[src/rtl/masked_xor_pipe_pkg.sv]
// Shared types and constants for the masked XOR/XNOR pipeline.
package masked_xor_pipe_pkg;

  localparam int unsigned ShareWidth = 8;

  typedef bit [ShareWidth-1:0] share_word_t;

  localparam logic OP_XOR  = 1'b0;
  localparam logic OP_XNOR = 1'b1;

endpackage

[src/rtl/masked_xor_pipe_if.sv]
// Handshaked operand/result bundle for masked_xor_pipe.
interface masked_xor_pipe_if #(
  parameter int unsigned NUM_SHARES = 2,
  parameter int unsigned WIDTH      = 8
);

  logic [NUM_SHARES*WIDTH-1:0]     in_a;
  logic [NUM_SHARES*WIDTH-1:0]     in_b;
  logic                            in_op;
  logic [(NUM_SHARES-1)*WIDTH-1:0] in_r;
  logic                            in_valid;
  logic                            in_ready;
  logic [NUM_SHARES*WIDTH-1:0]     out_c;
  logic                            out_valid;
  logic                            out_ready;

  modport master (
    output in_a, in_b, in_op, in_r, in_valid, out_ready,
    input  in_ready, out_c, out_valid
  );

  modport slave (
    input  in_a, in_b, in_op, in_r, in_valid, out_ready,
    output in_ready, out_c, out_valid
  );

endinterface

[src/rtl/masked_refresh.sv]
// Combinational share refresh: shares 0..N-2 absorb one fresh word each, the last share
// absorbs their XOR so the unmasked value is preserved.
module masked_refresh
  import masked_xor_pipe_pkg::*;
#(
  parameter int unsigned NUM_SHARES = 2,
  parameter int unsigned WIDTH      = 8
) (
  input  logic [NUM_SHARES*WIDTH-1:0]     c_in,
  input  logic [(NUM_SHARES-1)*WIDTH-1:0] r,
  output logic [NUM_SHARES*WIDTH-1:0]     c_out
);

  logic [WIDTH-1:0] r_sum;

  always_comb begin
    c_out = c_in;
    r_sum = '0;
    for (int unsigned i = 0; i < NUM_SHARES - 1; i++) begin
      c_out[i*WIDTH +: WIDTH] = c_in[i*WIDTH +: WIDTH] ^ r[i*WIDTH +: WIDTH];
      r_sum                   = r_sum ^ r[i*WIDTH +: WIDTH];
    end
    c_out[(NUM_SHARES-1)*WIDTH +: WIDTH] = c_in[(NUM_SHARES-1)*WIDTH +: WIDTH] ^ r_sum;
  end

endmodule

[src/rtl/register.sv]
// Generic enabled register with asynchronous active-low reset.
module register #(
  parameter int unsigned      WIDTH       = 1,
  parameter logic [WIDTH-1:0] RESET_VALUE = '0
) (
  input  logic             clk_i,
  input  logic             rst_ni,
  input  logic             en,
  input  logic [WIDTH-1:0] d,
  output logic [WIDTH-1:0] q
);

  always_ff @(posedge clk_i or negedge rst_ni) begin
    if (!rst_ni) begin
      q <= RESET_VALUE;
    end else if (en) begin
      q <= d;
    end
  end

endmodule

[src/rtl/masked_xor_pipe.sv]
// Elastic, registered masked XOR/XNOR with optional refresh in the first stage.
module masked_xor_pipe
  import masked_xor_pipe_pkg::*;
#(
  parameter int unsigned NUM_SHARES = 2,
  parameter int unsigned WIDTH      = 8,
  parameter int unsigned STAGES     = 1,
  parameter int unsigned REFRESH    = 1
) (
  input logic              clk_i,
  input logic              rst_ni,
  masked_xor_pipe_if.slave bus
);

  localparam int unsigned DataWidth = NUM_SHARES * WIDTH;

  logic [DataWidth-1:0]             xor_c;
  logic [DataWidth-1:0]             stage0_d;
  logic [STAGES-1:0]                valid_q;
  logic [STAGES-1:0]                load;
  logic [STAGES-1:0][DataWidth-1:0] data_q;
  logic                             adv;

  // Only share 0 carries the inversion, so the complement is applied exactly once.
  always_comb begin
    xor_c = bus.in_a ^ bus.in_b;
    if (bus.in_op == OP_XNOR) begin
      xor_c[WIDTH-1:0] = ~xor_c[WIDTH-1:0];
    end
  end

  if (REFRESH != 0) begin : g_refresh
    masked_refresh #(
      .NUM_SHARES(NUM_SHARES),
      .WIDTH     (WIDTH)
    ) u_refresh (
      .c_in (xor_c),
      .r    (bus.in_r),
      .c_out(stage0_d)
    );
  end else begin : g_no_refresh
    assign stage0_d = xor_c;
  end

  // Ready ripples backwards from out_ready: a stage loads when empty or when draining.
  always_comb begin
    load = '0;
    adv  = bus.out_ready;
    for (int k = int'(STAGES) - 1; k >= 0; k--) begin
      load[k] = ~valid_q[k] | adv;
      adv     = load[k];
    end
  end

  for (genvar k = 0; k < STAGES; k++) begin : g_stage
    logic                 prev_valid;
    logic [DataWidth-1:0] prev_data;

    if (k == 0) begin : g_first
      assign prev_valid = bus.in_valid;
      assign prev_data  = stage0_d;
    end else begin : g_rest
      assign prev_valid = valid_q[k-1];
      assign prev_data  = data_q[k-1];
    end

    register #(
      .WIDTH      (1),
      .RESET_VALUE(1'b0)
    ) u_valid (
      .clk_i (clk_i),
      .rst_ni(rst_ni),
      .en    (load[k]),
      .d     (prev_valid),
      .q     (valid_q[k])
    );

    // Data only moves with a real beat, so bubbles never disturb held shares.
    register #(
      .WIDTH      (DataWidth),
      .RESET_VALUE('0)
    ) u_data (
      .clk_i (clk_i),
      .rst_ni(rst_ni),
      .en    (load[k] & prev_valid),
      .d     (prev_data),
      .q     (data_q[k])
    );
  end

  assign bus.in_ready  = load[0];
  assign bus.out_valid = valid_q[STAGES-1];
  assign bus.out_c     = data_q[STAGES-1];

endmodule

[src/flat_wrapper.sv]
// flat-port wrapper written by rule: the top's interface ports become plain ports
module masked_xor_pipe_flat import masked_xor_pipe_pkg::*;
#(
  parameter int unsigned NUM_SHARES = 2,
  parameter int unsigned WIDTH      = 8,
  parameter int unsigned STAGES     = 1,
  parameter int unsigned REFRESH    = 1
)
  (clk_i, rst_ni, bus_in_a, bus_in_b, bus_in_op, bus_in_r, bus_in_valid, bus_out_ready, bus_in_ready, bus_out_c, bus_out_valid);
  masked_xor_pipe_if #(.NUM_SHARES(NUM_SHARES), .WIDTH(WIDTH)) bus_i ();
  input logic clk_i;
  input logic rst_ni;
  input wire logic [$bits(bus_i.in_a)-1:0] bus_in_a;
  input wire logic [$bits(bus_i.in_b)-1:0] bus_in_b;
  input wire logic [$bits(bus_i.in_op)-1:0] bus_in_op;
  input wire logic [$bits(bus_i.in_r)-1:0] bus_in_r;
  input wire logic [$bits(bus_i.in_valid)-1:0] bus_in_valid;
  input wire logic [$bits(bus_i.out_ready)-1:0] bus_out_ready;
  output wire logic [$bits(bus_i.in_ready)-1:0] bus_in_ready;
  output wire logic [$bits(bus_i.out_c)-1:0] bus_out_c;
  output wire logic [$bits(bus_i.out_valid)-1:0] bus_out_valid;
  assign bus_i.in_a = bus_in_a;
  assign bus_i.in_b = bus_in_b;
  assign bus_i.in_op = bus_in_op;
  assign bus_i.in_r = bus_in_r;
  assign bus_i.in_valid = bus_in_valid;
  assign bus_i.out_ready = bus_out_ready;
  assign bus_in_ready = bus_i.in_ready;
  assign bus_out_c = bus_i.out_c;
  assign bus_out_valid = bus_i.out_valid;
  masked_xor_pipe #(.NUM_SHARES(NUM_SHARES), .WIDTH(WIDTH), .STAGES(STAGES), .REFRESH(REFRESH)) u_core (.clk_i(clk_i), .rst_ni(rst_ni), .bus(bus_i));
endmodule
[config.mk]
export PLATFORM = sky130hd
export DESIGN_NAME = masked_xor_pipe_flat
export DESIGN_NICKNAME = d
export VERILOG_FILES = /design/src/rtl/masked_xor_pipe_pkg.sv /design/src/rtl/masked_xor_pipe_if.sv /design/src/rtl/masked_refresh.sv /design/src/rtl/register.sv /design/src/rtl/masked_xor_pipe.sv /design/src/flat_wrapper.sv
export SDC_FILE = /design/constraint.sdc
export NUM_CORES = 1
export LEC_CHECK = 0
export BUFFER_PORTS_ARGS = -buffer_cell sky130_fd_sc_hd__buf_2
export CAP_MARGIN = 20
export CORE_ASPECT_RATIO = 1.5
export CORE_UTILIZATION = 43
export DETAILED_ROUTE_END_ITERATION = 10
export PLACE_DENSITY = 0.79
export SYNTH_ARGS = -nofsm -noshare
export SYNTH_HDL_FRONTEND = slang
export SYNTH_HIERARCHICAL = 1
export SYNTH_SLANG_ARGS = --single-unit
[constraint.sdc]
create_clock -name clk_i -period 1.66 [get_ports clk_i]
set_clock_uncertainty 0.05 [all_clocks]
set_input_delay 0.249 -clock clk_i [delete_from_list [all_inputs] [get_ports clk_i]]
set_output_delay 0.249 -clock clk_i [all_outputs]
set_load 0.01 [all_outputs]
Word-level counts from Yosys, hierarchy flattened
Cells that the tools add are included.
{"block": "totals", "register_bits": 17, "latchBits": 0, "ramBits": 0, "rom_bits": 0, "inputBits": 45, "output_inout_bits": 18, "mem_count": 0}
{"block": "classes", "addsub": 0, "n_mul": 0, "div_mod_pow": 0, "magnitude_cmp": 0, "eq_ne": 0, "n_shift": 0, "mux": 1, "bitwise_logic": 7, "n_reduce_logical": 0}
{"op": "16-bit bitwise XOR", "n": 1}
{"op": "8-bit bitwise XOR", "n": 2}
{"op": "8-bit two-way mux", "n": 1}
{"op": "8-bit NOT", "n": 1}
{"op": "1-bit AND", "n": 1}
{"op": "1-bit NOT", "n": 1}
{"op": "1-bit OR", "n": 1}

Depth between registers and ports, before layout
Gate-level depths: netlist (run 1).
{"block": "logic_depth", "ltp_word": 4, "ltp_mapped": 5}

By module
Netlist (run 1), hierarchy kept.
{"module": "register at u_core.g_stage[0].u_data", "n_inst": 1, "cells_each": 34, "area_per_inst_um2": 649.4}
{"module": "masked_xor_pipe", "n_inst": 1, "cells_each": 27, "area_per_inst_um2": 234.0}
{"module": "masked_refresh", "n_inst": 1, "cells_each": 16, "area_per_inst_um2": 140.1}
{"module": "register at u_core.g_stage[0].u_valid", "n_inst": 1, "cells_each": 2, "area_per_inst_um2": 40.0}

Worst setup path before layout (run 1)
Ideal clock, no wire load.
{"block": "synth_path", "path_kind": "reg-to-reg", "start": "reg u_core.g_stage[0].u_valid.q", "end": "reg u_core.g_stage[0].u_data.q[10]", "setup_time_ps": 125, "t_arrival_ps": 1291, "required_time_ps": 1485, "setup_slack_ps": 194, "path_stages_with_launch": 6, "cell_sequence": "dfrtp_1 nand2b_1 and2_1 buf_6 buf_12 mux2_4"}
{"block": "synth_via", "elab_chain_cells": 3}
{"element": "start, declared", "line": "register.sv:10", "source": "output logic [WIDTH-1:0] q"}
{"element": "start signal, assigned", "line": "register.sv:15", "source": "q <= RESET_VALUE;"}
{"element": "start signal, assigned", "line": "register.sv:17", "source": "q <= d;"}
{"element": "1-bit NOT", "line": "masked_xor_pipe.sv:50", "source": "load[k] = ~valid_q[k] | adv;"}
{"element": "1-bit OR", "line": "masked_xor_pipe.sv:50"}
{"element": "named net bus_in_ready", "line": "flat_wrapper.sv:19", "source": "output wire logic [$bits(bus_i.in_ready)-1:0] bus_in_ready;"}
{"element": "1-bit AND", "line": "masked_xor_pipe.sv:85", "source": ".en (load[k] & prev_valid),"}
{"element": "end signal, assigned", "line": "register.sv:15"}
{"element": "end signal, assigned", "line": "register.sv:17"}
{"element": "end, declared", "line": "register.sv:10"}
The timed path passes the listed nets, and every way through them passes these cells.
A chain may end at the register's enable or synchronous reset.

Final worst setup path (run 1)
{"block": "layout_path", "start": "reg u_core.g_stage[0].u_valid.q", "end": "reg u_core.g_stage[0].u_data.q[13]"}
{"block": "layout_via", "elab_chain_cells": 3}
{"element": "1-bit NOT", "line": "masked_xor_pipe.sv:50"}
{"element": "1-bit OR", "line": "masked_xor_pipe.sv:50"}
{"element": "1-bit AND", "line": "masked_xor_pipe.sv:85"}
No other way between the ends.

==> results of run 1 <==
==> per-stage QoR <==
stage                     hold WS [ns]  instance area, sq um
final                            0.176                  1420
after global placement           0.124                  1380
after floorplan                -0.0966                  1060
after global routing             0.162                  1420
after detailed placement         0.138                  1380
after CTS                        0.167                  1420
==> metal layers <==
| metal | vias to the layer above | track usage | share of wire |
|---|---|---|---|
| met5 | - | 0 | 0 |
| met4 | 0 | 0.0352 | 0 |
| met3 | 0 | 0.0260 | 0.042 |
| met2 | 27 | 0.298 | 0.59 |
| met1 | 383 | 0.159 | 0.37 |
| li1 | 383 | - | - |
==> final cells by class <==
| class | instances | area (sq um) | share of cell area |
|---|---|---|---|
| Clock buffer | 4 | 26.3 | 0.0186 |
| Tap cell | 23 | 28.8 | 0.0203 |
| Timing Repair Buffer | 64 | 340 | 0.240 |
| Sequential cell | 17 | 425 | 0.300 |
| Multi-Input combinational cell | 59 | 596 | 0.420 |
==> where the power goes <==
group | internal [mW] | switching, mW
Combinational | 0.311 | 0.223
Clock | 0.0931 | 0.111
Sequential | 0.522 | 0.0599
==> repair_timing <==
item                                    4_1_cts  5_1_grt
endpoints found under the setup margin        0        0
hold buffers                                  1        0
hold endpoints to repair                     17        0
==> cell families after synthesis <==
group                  count (synthesis)
buffers and inverters                  3
flip-flops                            17
XOR/XNOR                              40
multiplexers                          17
AND/OR/NAND/NOR                        2
==> worst min path at each step <==
stage | start | endpoint | slack, ns
after floorplan | rst_ni | u_core/g_stage[0].u_data/q[0]$_DFFE_PN0P_ | -0.1
after global placement | rst_ni | u_core/g_stage[0].u_data/q[10]$_DFFE_PN0P_ | 0.12
after detailed placement | rst_ni | u_core/g_stage[0].u_data/q[2]$_DFFE_PN0P_ | 0.14
after CTS | bus_in_valid | u_core/g_stage[0].u_valid/q$_DFFE_PN0P_ | 0.17
after global routing | bus_in_valid | u_core/g_stage[0].u_valid/q$_DFFE_PN0P_ | 0.16
final | bus_in_valid | u_core/g_stage[0].u_valid/q$_DFFE_PN0P_ | 0.18
==> registers in the layout, indices dropped and copies added (netlist names) <==
| name | count |
|---|---|
| u_core/g_stage.u_valid/q | 1 |
| u_core/g_stage.u_data/q | 16 |
==> cell usage after synthesis, drive strengths merged <==
library cell,n,share of area
xor2,24,0.20
mux2,17,0.22
dfrtp,17,0.40
and2,1,0.0059
xnor2,16,0.13
buf,3,0.040
nand2b,1,0.0059
==> worst reg2reg max path: cells and delay by family, from the launching register on <==
kind,cells,cell delay [ns]
DFF,1,0.40
muxes,1,0.35
and+or+nand+nor,2,0.33
buffers and inverters,1,0.18
==> placed cells by master (no fill, tap or decap), drive strengths merged <==
master	n
dlygate4sd3	1
xnor2	16
buf	63
clkbuf	4
xor2	24
dfrtp	17
nand2b	1
and2	1
mux2	17
==> summary.txt, run 1 <==
Run status
  – Outcome: finished clean

Power
  – Post-layout power: around 1.3 mW
  – Power per standard cell area: 932 nW/um^2
  – Highest ir drop seen on vdd: roughly 430 uV
  – Leakage power total: just over 0.7 nW

Synthesis
  – Sequential cell area fraction in the yosys report: 0.400
  – Number of nets produced by synthesis: roughly 120
  – Number of different library cells in the post-synthesis netlist: 9
  – Yosys warns: 6
  – XOR/XNOR Fraction of Synth Area: 0.329
  – Share of synthesized cell area in and, or, nand and nor gates: 0.0118
  – Compound-gate portion of the synthesized area: 0
  – Area share of fa/ha/maj cells after synthesis: 0
  – Synthesis-stage register bit count: 17
  – Post-synthesis instance area: 1060 sq um
  – Main combinational cell family by area after synthesis: XOR/XNOR gates
  – Average cell area after synthesis: approximately 13 sq um
  – Proportion of synthesized area in mux cells: 0.219
  – Cell count after synthesis: 79

Timing
  – Final worst path period share: 0.854
  – Final-report hold violation count: 0
  – Final worst setup slack: approximately 0.24 ns
  – Post-route minimum period: 1.42 ns
  – Maximum achievable frequency: a little over 700 MHz
  – Post-route setup TNS: 0 ns
  – Number of max-slew violations in the final report: 0
  – Actual transition at the worst max-transition pin: 0.373 ns
  – Unrepaired setup endpoints after global routing: false
  – Slew HR: 0.751
  – Total setup violations reported at the end of the flow: 0

Global route
  – GRT Residual Overflow: 0
  – First-pass GRT wire length: about 3200 um
  – Gr usage total: 0.152
  – Largest net degree at the start of global routing: 18
  – Via count of the first global-routing pass: 799
  – Initial antenna violation count: 0

Critical path
  – FF-to-FF setup slack: 0.24 ns
  – Top cell family by delay on the critical path: flip-flops
  – Max stage delay on crit path: around 0.4 ns
  – Critical path fanouts, max: 16
  – Required time reported for the critical path endpoint: 1.78 ns
  – Depth of the most critical reg-to-reg path: 4
  – Worst setup EP type: flop
  – Worst r2r src: u_core/g_stage[0].u_valid/q$_DFFE_PN0P_
  – Crit-path cells: nand2b_1 -> and2_1 -> buf_12 -> mux2_2
  – Critical Path Stages: 4
  – Reg-to-Reg End: u_core/g_stage[0].u_data/q[13]$_DFFE_PN0P_
  – Total buffers and inverters traversed by the critical path: 1
  – Launching instance or port of the critical path: u_core/g_stage[0].u_valid/q$_DFFE_PN0P_
  – Library cell contributing the largest single delay on the critical path: sky130_fd_sc_hd__dfrtp_1
  – Data arrival time of the critical path: roughly 1.5 ns
  – Critical Setup Path Class: flop to flop
  – Endpoint of the worst setup timing path: u_core/g_stage[0].u_data/q[13]$_DFFE_PN0P_
  – Crit path launch type: flop

Floorplanning
  – Ports: 63
  – Height of the die: about 63 um
  – Std-Cell Core Area: ~2300 sq um
  – Die area: about 2700 sq um
  – Die Wd: about 43 um
  – Starting density of the core: 0.465
  – Number of rows in the core area: 21

Detailed routing
  – Number of remaining DRC errors: 0
  – TritonRoute pass-1 iters: 4
  – Routed wire length: a little under 2000 um
  – Number of vias per cell after detailed routing: 4.75
  – Wirelength per Cell: 11.7 um
  – Number of nets with antenna violations after detailed routing: 0
  – Total via count after detailed routing: 793
  – Iteration-0 DRC Markers: 3

Clock tree
  – Clock tree from TritonCTS: done
  – Total CTS buffers: 3
  – Clock sink total: 17
  – Post-CTS sizing: 0
  – Later-pin clock latency in the skew report: about 0.27 ns
  – Max H-tree Level: 1
  – Clock transition at path regs: roughly 0.090 ns
  – Setup Buffers After CTS: 0
  – Root buf cell: sky130_fd_sc_hd__clkbuf_4
  – Clock Tree Buf Depth: 2

Finish
  – Filler instances: roughly 200
  – Final instance count without filler cells: 167
  – Util after Layout: 0.620
  – P&R area growth vs syn: 33.2%
  – Proportion of layout cells with a drive suffix above 1: 0.576
  – Net count, final: 190
  – Antenna diodes: 0

Hold path
  – Hold/Removal Path Class: input port to flop
  – Worst hold path stage count: 2

Placed design
  – Routability congestion estimate from global placement: 0.637
  – Worst-case setup slack after placement: 0.247 ns
  – Port buffer count: slightly above 60
  – Number of cells after detailed placement: about 160
  – Detail Placement HPWL: between 1500 and 2000 um

Run
  – Number of maximum-capacitance constraint violations: 0
Note: power is estimated with default switching activity, not from simulation.
==> run 2: changes to the inputs <==
--- a/config.mk
+++ b/config.mk
@@ -8,9 +8,11 @@
 export BUFFER_PORTS_ARGS = -buffer_cell sky130_fd_sc_hd__buf_2
 export CAP_MARGIN = 20
 export CORE_ASPECT_RATIO = 1.5
+export CORE_MARGIN = 1
 export CORE_UTILIZATION = 43
 export DETAILED_ROUTE_END_ITERATION = 10
-export PLACE_DENSITY = 0.79
+export GPL_TIMING_DRIVEN = 0
+export PLACE_DENSITY = 0.77
 export SYNTH_ARGS = -nofsm -noshare
 export SYNTH_HDL_FRONTEND = slang
 export SYNTH_HIERARCHICAL = 1
==> summary.txt, run 2 (synthesized netlist as in run 1, its figures left out) <==
Timing
  – Final worst setup slack: 0.208 ns
  – Final worst path period share: 0.875
  – Number of max-slew violations in the final report: 0
  – Final-report hold violation count: 0
  – Actual transition at the worst max-transition pin: approximately 0.36 ns
  – Post-route minimum period: roughly 1.5 ns
  – Unrepaired setup endpoints after global routing: false
  – Total setup violations reported at the end of the flow: 0
  – Slew HR: 0.759
  – Post-route setup TNS: 0 ns
  – Maximum achievable frequency: slightly below 700 MHz
  – Final hold slack: ~0.15 ns

Detailed routing
  – Wirelength per Cell: about 12 um
  – TritonRoute pass-1 iters: 2
  – Number of vias per cell after detailed routing: about 4.7
  – Number of nets with antenna violations after detailed routing: 0
  – Iteration-0 DRC Markers: 2
  – Routed wire length: 1960 um
  – Total via count after detailed routing: 792
  – Number of remaining DRC errors: 0

Placed design
  – Routability congestion estimate from global placement: between 0.6 and 0.7
  – Detail Placement HPWL: 1550 um
  – Port buffer count: just over 60
  – Placed cell area: between 1000 and 1500 sq um
  – Worst-case setup slack after placement: about 0.21 ns

Clock tree
  – Hold-fix buffers, CTS: 1
  – Later-pin clock latency in the skew report: 0.28 ns
  – Clock sink total: 17
  – Setup Buffers After CTS: 0
  – Clock tree from TritonCTS: done
  – Clock transition at path regs: roughly 0.1 ns
  – Post-CTS sizing: 0
  – Root buf cell: sky130_fd_sc_hd__clkbuf_4
  – Max H-tree Level: 1
  – Total CTS buffers: 3
  – Clock Tree Buf Depth: 2

Critical path
  – Crit-path cells: nand2b_1 -> and2_1 -> buf_6 -> buf_12 -> mux2_4
  – Required time reported for the critical path endpoint: roughly 1.8 ns
  – Data arrival time of the critical path: approximately 1.6 ns
  – Crit path launch type: flop
  – Critical Setup Path Class: flop to flop
  – Worst setup EP type: flop
  – Library cell contributing the largest single delay on the critical path: sky130_fd_sc_hd__dfrtp_1
  – Max stage delay on crit path: just over 0.4 ns
  – Critical path fanouts, max: 10

Global route
  – First-pass GRT wire length: roughly 3200 um
  – Gr usage total: 0.163
  – Via count of the first global-routing pass: 781
  – GRT Residual Overflow: 0
  – Initial antenna violation count: 0
  – Largest net degree at the start of global routing: 18

Finish
  – Biggest registers after layout: u_core/g_stage.u_data/q: 16 flops, u_core/g_stage.u_valid/q: 1 flops
  – P&R area growth vs syn: 34.9%
  – Finished Cell Area: 1440 sq um
  – Proportion of layout cells with a drive suffix above 1: 0.586
  – Net count, final: 191
  – Most common library cell in the layout ignoring fill and taps: sky130_fd_sc_hd__buf_2
  – Number of flip-flops in the largest register: 16
  – Most flop-heavy register: u_core/g_stage.u_data/q
  – Commonest cells after routing, fill and taps aside: 61 x sky130_fd_sc_hd__buf_2, 24 x sky130_fd_sc_hd__xor2_1, 17 x sky130_fd_sc_hd__dfrtp_1, 16 x sky130_fd_sc_hd__xnor2_1, 11 x sky130_fd_sc_hd__mux2_4
  – Antenna diodes: 0

Power
  – Power per standard cell area: a little over 900 nW/um^2
  – Highest ir drop seen on vdd: 532 uV
  – Leakage power total: between 0.7 and 0.8 nW

Run
  – Number of maximum-capacitance constraint violations: 0

Floorplanning
  – Height of the die: approximately 63 um
  – Number of rows in the core area: 21
  – Ports: 63
  – Die Wd: 42.6 um
  – Std-Cell Core Area: 2290 sq um
  – Die area: around 2700 sq um
  – Starting density of the core: 0.465

Hold path
  – Hold/Removal Path Class: input port to flop

Run status
  – Outcome: finished clean
[run 2: cell types whose count changed in the layout (fill, tap and decap cells not counted)]
cell,before,now
sky130_fd_sc_hd__buf_2,62,61
sky130_fd_sc_hd__clkbuf_1,1,0
sky130_fd_sc_hd__clkinv_2,0,1
sky130_fd_sc_hd__buf_6,0,2
[run 2: routing by layer]
layer	share of wire	track usage
met5	0	0
met4	0.0082	0.0820
met3	0.046	0.0260
met2	0.58	0.308
met1	0.37	0.162
[run 2: layout make-up]
class	instances	area (sq um)
repair buffers	62	315
clock inverters	1	5.00
fillers	190	851
multi-input cells	59	596
clock buffers	3	22.5
plain buffers	3	42.5
flip-flops and latches	17	425
well taps	23	28.8
[run 2: worst paths after layout]
| check | start | to | slack (ns) | cells past startpoint |
|---|---|---|---|---|
| max in group asynchronous | rst_ni | u_core/g_stage[0].u_data/q[9]$_DFFE_PN0P_ | 0.96 | 2 |
| hold reg to reg | u_core/g_stage[0].u_data/q[15]$_DFFE_PN0P_ | u_core/g_stage[0].u_data/q[15]$_DFFE_PN0P_ | 0.46 | 1 |
| setup / recovery | u_core/g_stage[0].u_valid/q$_DFFE_PN0P_ | u_core/g_stage[0].u_data/q[10]$_DFFE_PN0P_ | 0.21 | 5 |
| setup reg to reg | u_core/g_stage[0].u_valid/q$_DFFE_PN0P_ | u_core/g_stage[0].u_data/q[10]$_DFFE_PN0P_ | 0.21 | 5 |
| hold / removal | bus_in_valid | u_core/g_stage[0].u_valid/q$_DFFE_PN0P_ | 0.15 | 2 |
| min in group asynchronous | rst_ni | u_core/g_stage[0].u_data/q[13]$_DFFE_PN0P_ | 0.34 | 2 |
[run 2: through the flow]
stage                util  power [mW]  instances
global route        0.628        1.43        168
global placement    0.611        1.11        163
floorplan               -       0.917         79
CTS                 0.628        1.36        168
finish              0.628        1.34        168
detailed placement  0.611        1.13        163
[run 2: power breakdown]
part	internal, mW	switching, mW
Clock	0.0895	0.132
Sequential	0.522	0.0554
Combinational	0.316	0.227
[run 2: critical path: cells and delay by family, from the launching register on]
| kind | cells | cell delay (ns) |
|---|---|---|
| flip-flops | 1 | 0.41 |
| multiplexers | 1 | 0.31 |
| AND/OR/NAND/NOR | 2 | 0.29 |
| buffers and inverters | 2 | 0.29 |
==> run 3: changes to the inputs <==
--- a/config.mk
+++ b/config.mk
@@ -5,14 +5,14 @@
 export SDC_FILE = /design/constraint.sdc
 export NUM_CORES = 1
 export LEC_CHECK = 0
-export BUFFER_PORTS_ARGS = -buffer_cell sky130_fd_sc_hd__buf_2
 export CAP_MARGIN = 20
 export CORE_ASPECT_RATIO = 1.5
 export CORE_MARGIN = 1
-export CORE_UTILIZATION = 43
+export CORE_UTILIZATION = 45
 export DETAILED_ROUTE_END_ITERATION = 10
+export DONT_BUFFER_PORTS = 1
 export GPL_TIMING_DRIVEN = 0
-export PLACE_DENSITY = 0.77
+export PLACE_DENSITY = 0.58
 export SYNTH_ARGS = -nofsm -noshare
 export SYNTH_HDL_FRONTEND = slang
 export SYNTH_HIERARCHICAL = 1
==> summary.txt, run 3 (synthesized netlist as in run 1, its figures left out) <==
Detailed routing
  – Number of vias per cell after detailed routing: approximately 5.4
  – Number of remaining DRC errors: 0
  – Iteration-0 DRC Markers: 8
  – Total via count after detailed routing: between 500 and 600
  – Number of nets with antenna violations after detailed routing: 0
  – TritonRoute pass-1 iters: 4
  – Routed wire length: 1590 um
  – Wirelength per Cell: 14.8 um

Clock tree
  – Root buf cell: sky130_fd_sc_hd__clkbuf_4
  – Setup Buffers After CTS: 0
  – Max H-tree Level: 1
  – Post-CTS sizing: 0
  – Clock transition at path regs: roughly 0.10 ns
  – Clock sink total: 17
  – Hold-fix buffers, CTS: 1
  – Total CTS buffers: 3
  – Clock Tree Buf Depth: 2
  – Clock tree from TritonCTS: done
  – Later-pin clock latency in the skew report: between 0.2 and 0.3 ns

Floorplanning
  – Die area: 2570 sq um
  – Height of the die: 61.5 um
  – Std-Cell Core Area: around 2200 sq um
  – Starting density of the core: 0.476
  – Die Wd: approximately 42 um
  – Number of rows in the core area: 21
  – Ports: 63

Timing
  – Total setup violations reported at the end of the flow: 0
  – Post-route minimum period: ~1.6 ns
  – Number of max-slew violations in the final report: 0
  – Slew HR: 0.494
  – Final hold slack: between 0.06 and 0.07 ns
  – Maximum achievable frequency: 638 MHz
  – Final-report hold violation count: 0
  – Post-route setup TNS: 0 ns
  – Final worst path period share: 0.944
  – Actual transition at the worst max-transition pin: roughly 0.76 ns
  – Unrepaired setup endpoints after global routing: false

Finish
  – Biggest registers after layout: u_core/g_stage.u_data/q: 16 flops, u_core/g_stage.u_valid/q: 1 flops
  – Commonest cells after routing, fill and taps aside: 24 x sky130_fd_sc_hd__xor2_1, 17 x sky130_fd_sc_hd__dfrtp_1, 16 x sky130_fd_sc_hd__xnor2_1, 11 x sky130_fd_sc_hd__mux2_4, 6 x sky130_fd_sc_hd__mux2_2
  – Proportion of layout cells with a drive suffix above 1: 0.274
  – Filler instances: 210
  – Antenna diodes: 0
  – Number of flip-flops in the largest register: 16
  – P&R area growth vs syn: 6.12%
  – Most flop-heavy register: u_core/g_stage.u_data/q
  – Net count, final: 130
  – Most common library cell in the layout ignoring fill and taps: sky130_fd_sc_hd__xor2_1

Global route
  – Via count of the first global-routing pass: between 500 and 600
  – Largest net degree at the start of global routing: 18
  – GRT Residual Overflow: 0
  – Initial antenna violation count: 0
  – Gr usage total: 0.132
  – First-pass GRT wire length: roughly 2400 um

Critical path
  – Crit-path cells: nand2b_1 -> and2_1 -> buf_6 -> buf_12 -> mux2_4
  – Data arrival time of the critical path: 1.69 ns
  – Critical Setup Path Class: flop to flop
  – Critical path fanouts, max: 10
  – Max stage delay on crit path: ~0.43 ns
  – Total buffers and inverters traversed by the critical path: 2
  – Endpoint of the worst setup timing path: u_core/g_stage[0].u_data/q[7]$_DFFE_PN0P_
  – Depth of the most critical reg-to-reg path: 5
  – FF-to-FF setup slack: 0.09 ns
  – Required time reported for the critical path endpoint: around 1.8 ns
  – Library cell contributing the largest single delay on the critical path: sky130_fd_sc_hd__dfrtp_1
  – Reg-to-Reg End: u_core/g_stage[0].u_data/q[7]$_DFFE_PN0P_
  – Critical Path Stages: 5
  – Launching instance or port of the critical path: u_core/g_stage[0].u_valid/q$_DFFE_PN0P_
  – Worst r2r src: u_core/g_stage[0].u_valid/q$_DFFE_PN0P_
  – Worst setup EP type: flop
  – Crit path launch type: flop
  – Top cell family by delay on the critical path: flip-flops

Power
  – Power per standard cell area: around 1000 nW/um^2
  – Highest ir drop seen on vdd: about 510 uV
  – Leakage power total: approximately 0.5 nW

Placed design
  – Detail Placement HPWL: around 1200 um
  – Port buffer count: 0
  – Routability congestion estimate from global placement: 0.630

Run status
  – Outcome: finished clean

Run
  – Number of maximum-capacitance constraint violations: 0

Hold path
  – Hold/Removal Path Class: input port to flop
  – Worst hold path stage count: 1
run 3: routing by layer:
layer / GRT usage / vias to the layer above / part of all wire
met1: 0.163 / 276 / 0.40
li1: - / 264 / -
met2: 0.199 / 40 / 0.50
met3: 0.0440 / 2 / 0.089
met5: 0 / - / 0
met4: 0.0829 / 0 / 0.012
run 3: through the flow:
stage                     setup WS (ns)  utilization  power [mW]  instances  area, sq um
final                            0.0934        0.505        1.18        107         1130
after global routing             0.0200        0.505        1.25        107         1130
after CTS                        0.0759        0.505        1.20        107         1130
after detailed placement         0.0993        0.489       0.967        102         1090
after global placement            0.110        0.489       0.957        102         1090
after floorplan                   0.194            -       0.917         79         1060
run 3: cell type report:
class                   instances  area (sq um)  area share
plain buffers                   3          42.5      0.0377
repair buffers                  1          10.0     0.00887
flip-flops and latches         17           425       0.377
clock buffers                   4          26.3      0.0233
well taps                      23          28.8      0.0255
multi-input cells              59           596       0.528
run 3: power breakdown:
group          internal [mW]  switching, mW
clock network         0.0931          0.123
logic                  0.208          0.103
registers              0.523          0.126
run 3: worst min-delay path by stage:
stage / to / startpoint / slack, ns
final: u_core/g_stage[0].u_valid/q$_DFFE_PN0P_ / bus_in_valid / 0.07
after global routing: u_core/g_stage[0].u_valid/q$_DFFE_PN0P_ / bus_in_valid / 0.03
after CTS: u_core/g_stage[0].u_valid/q$_DFFE_PN0P_ / bus_in_valid / 0.05
after detailed placement: u_core/g_stage[0].u_data/q[10]$_DFFE_PN0P_ / rst_ni / -0.1
after global placement: u_core/g_stage[0].u_data/q[10]$_DFFE_PN0P_ / rst_ni / -0.1
after floorplan: u_core/g_stage[0].u_data/q[0]$_DFFE_PN0P_ / rst_ni / -0.1
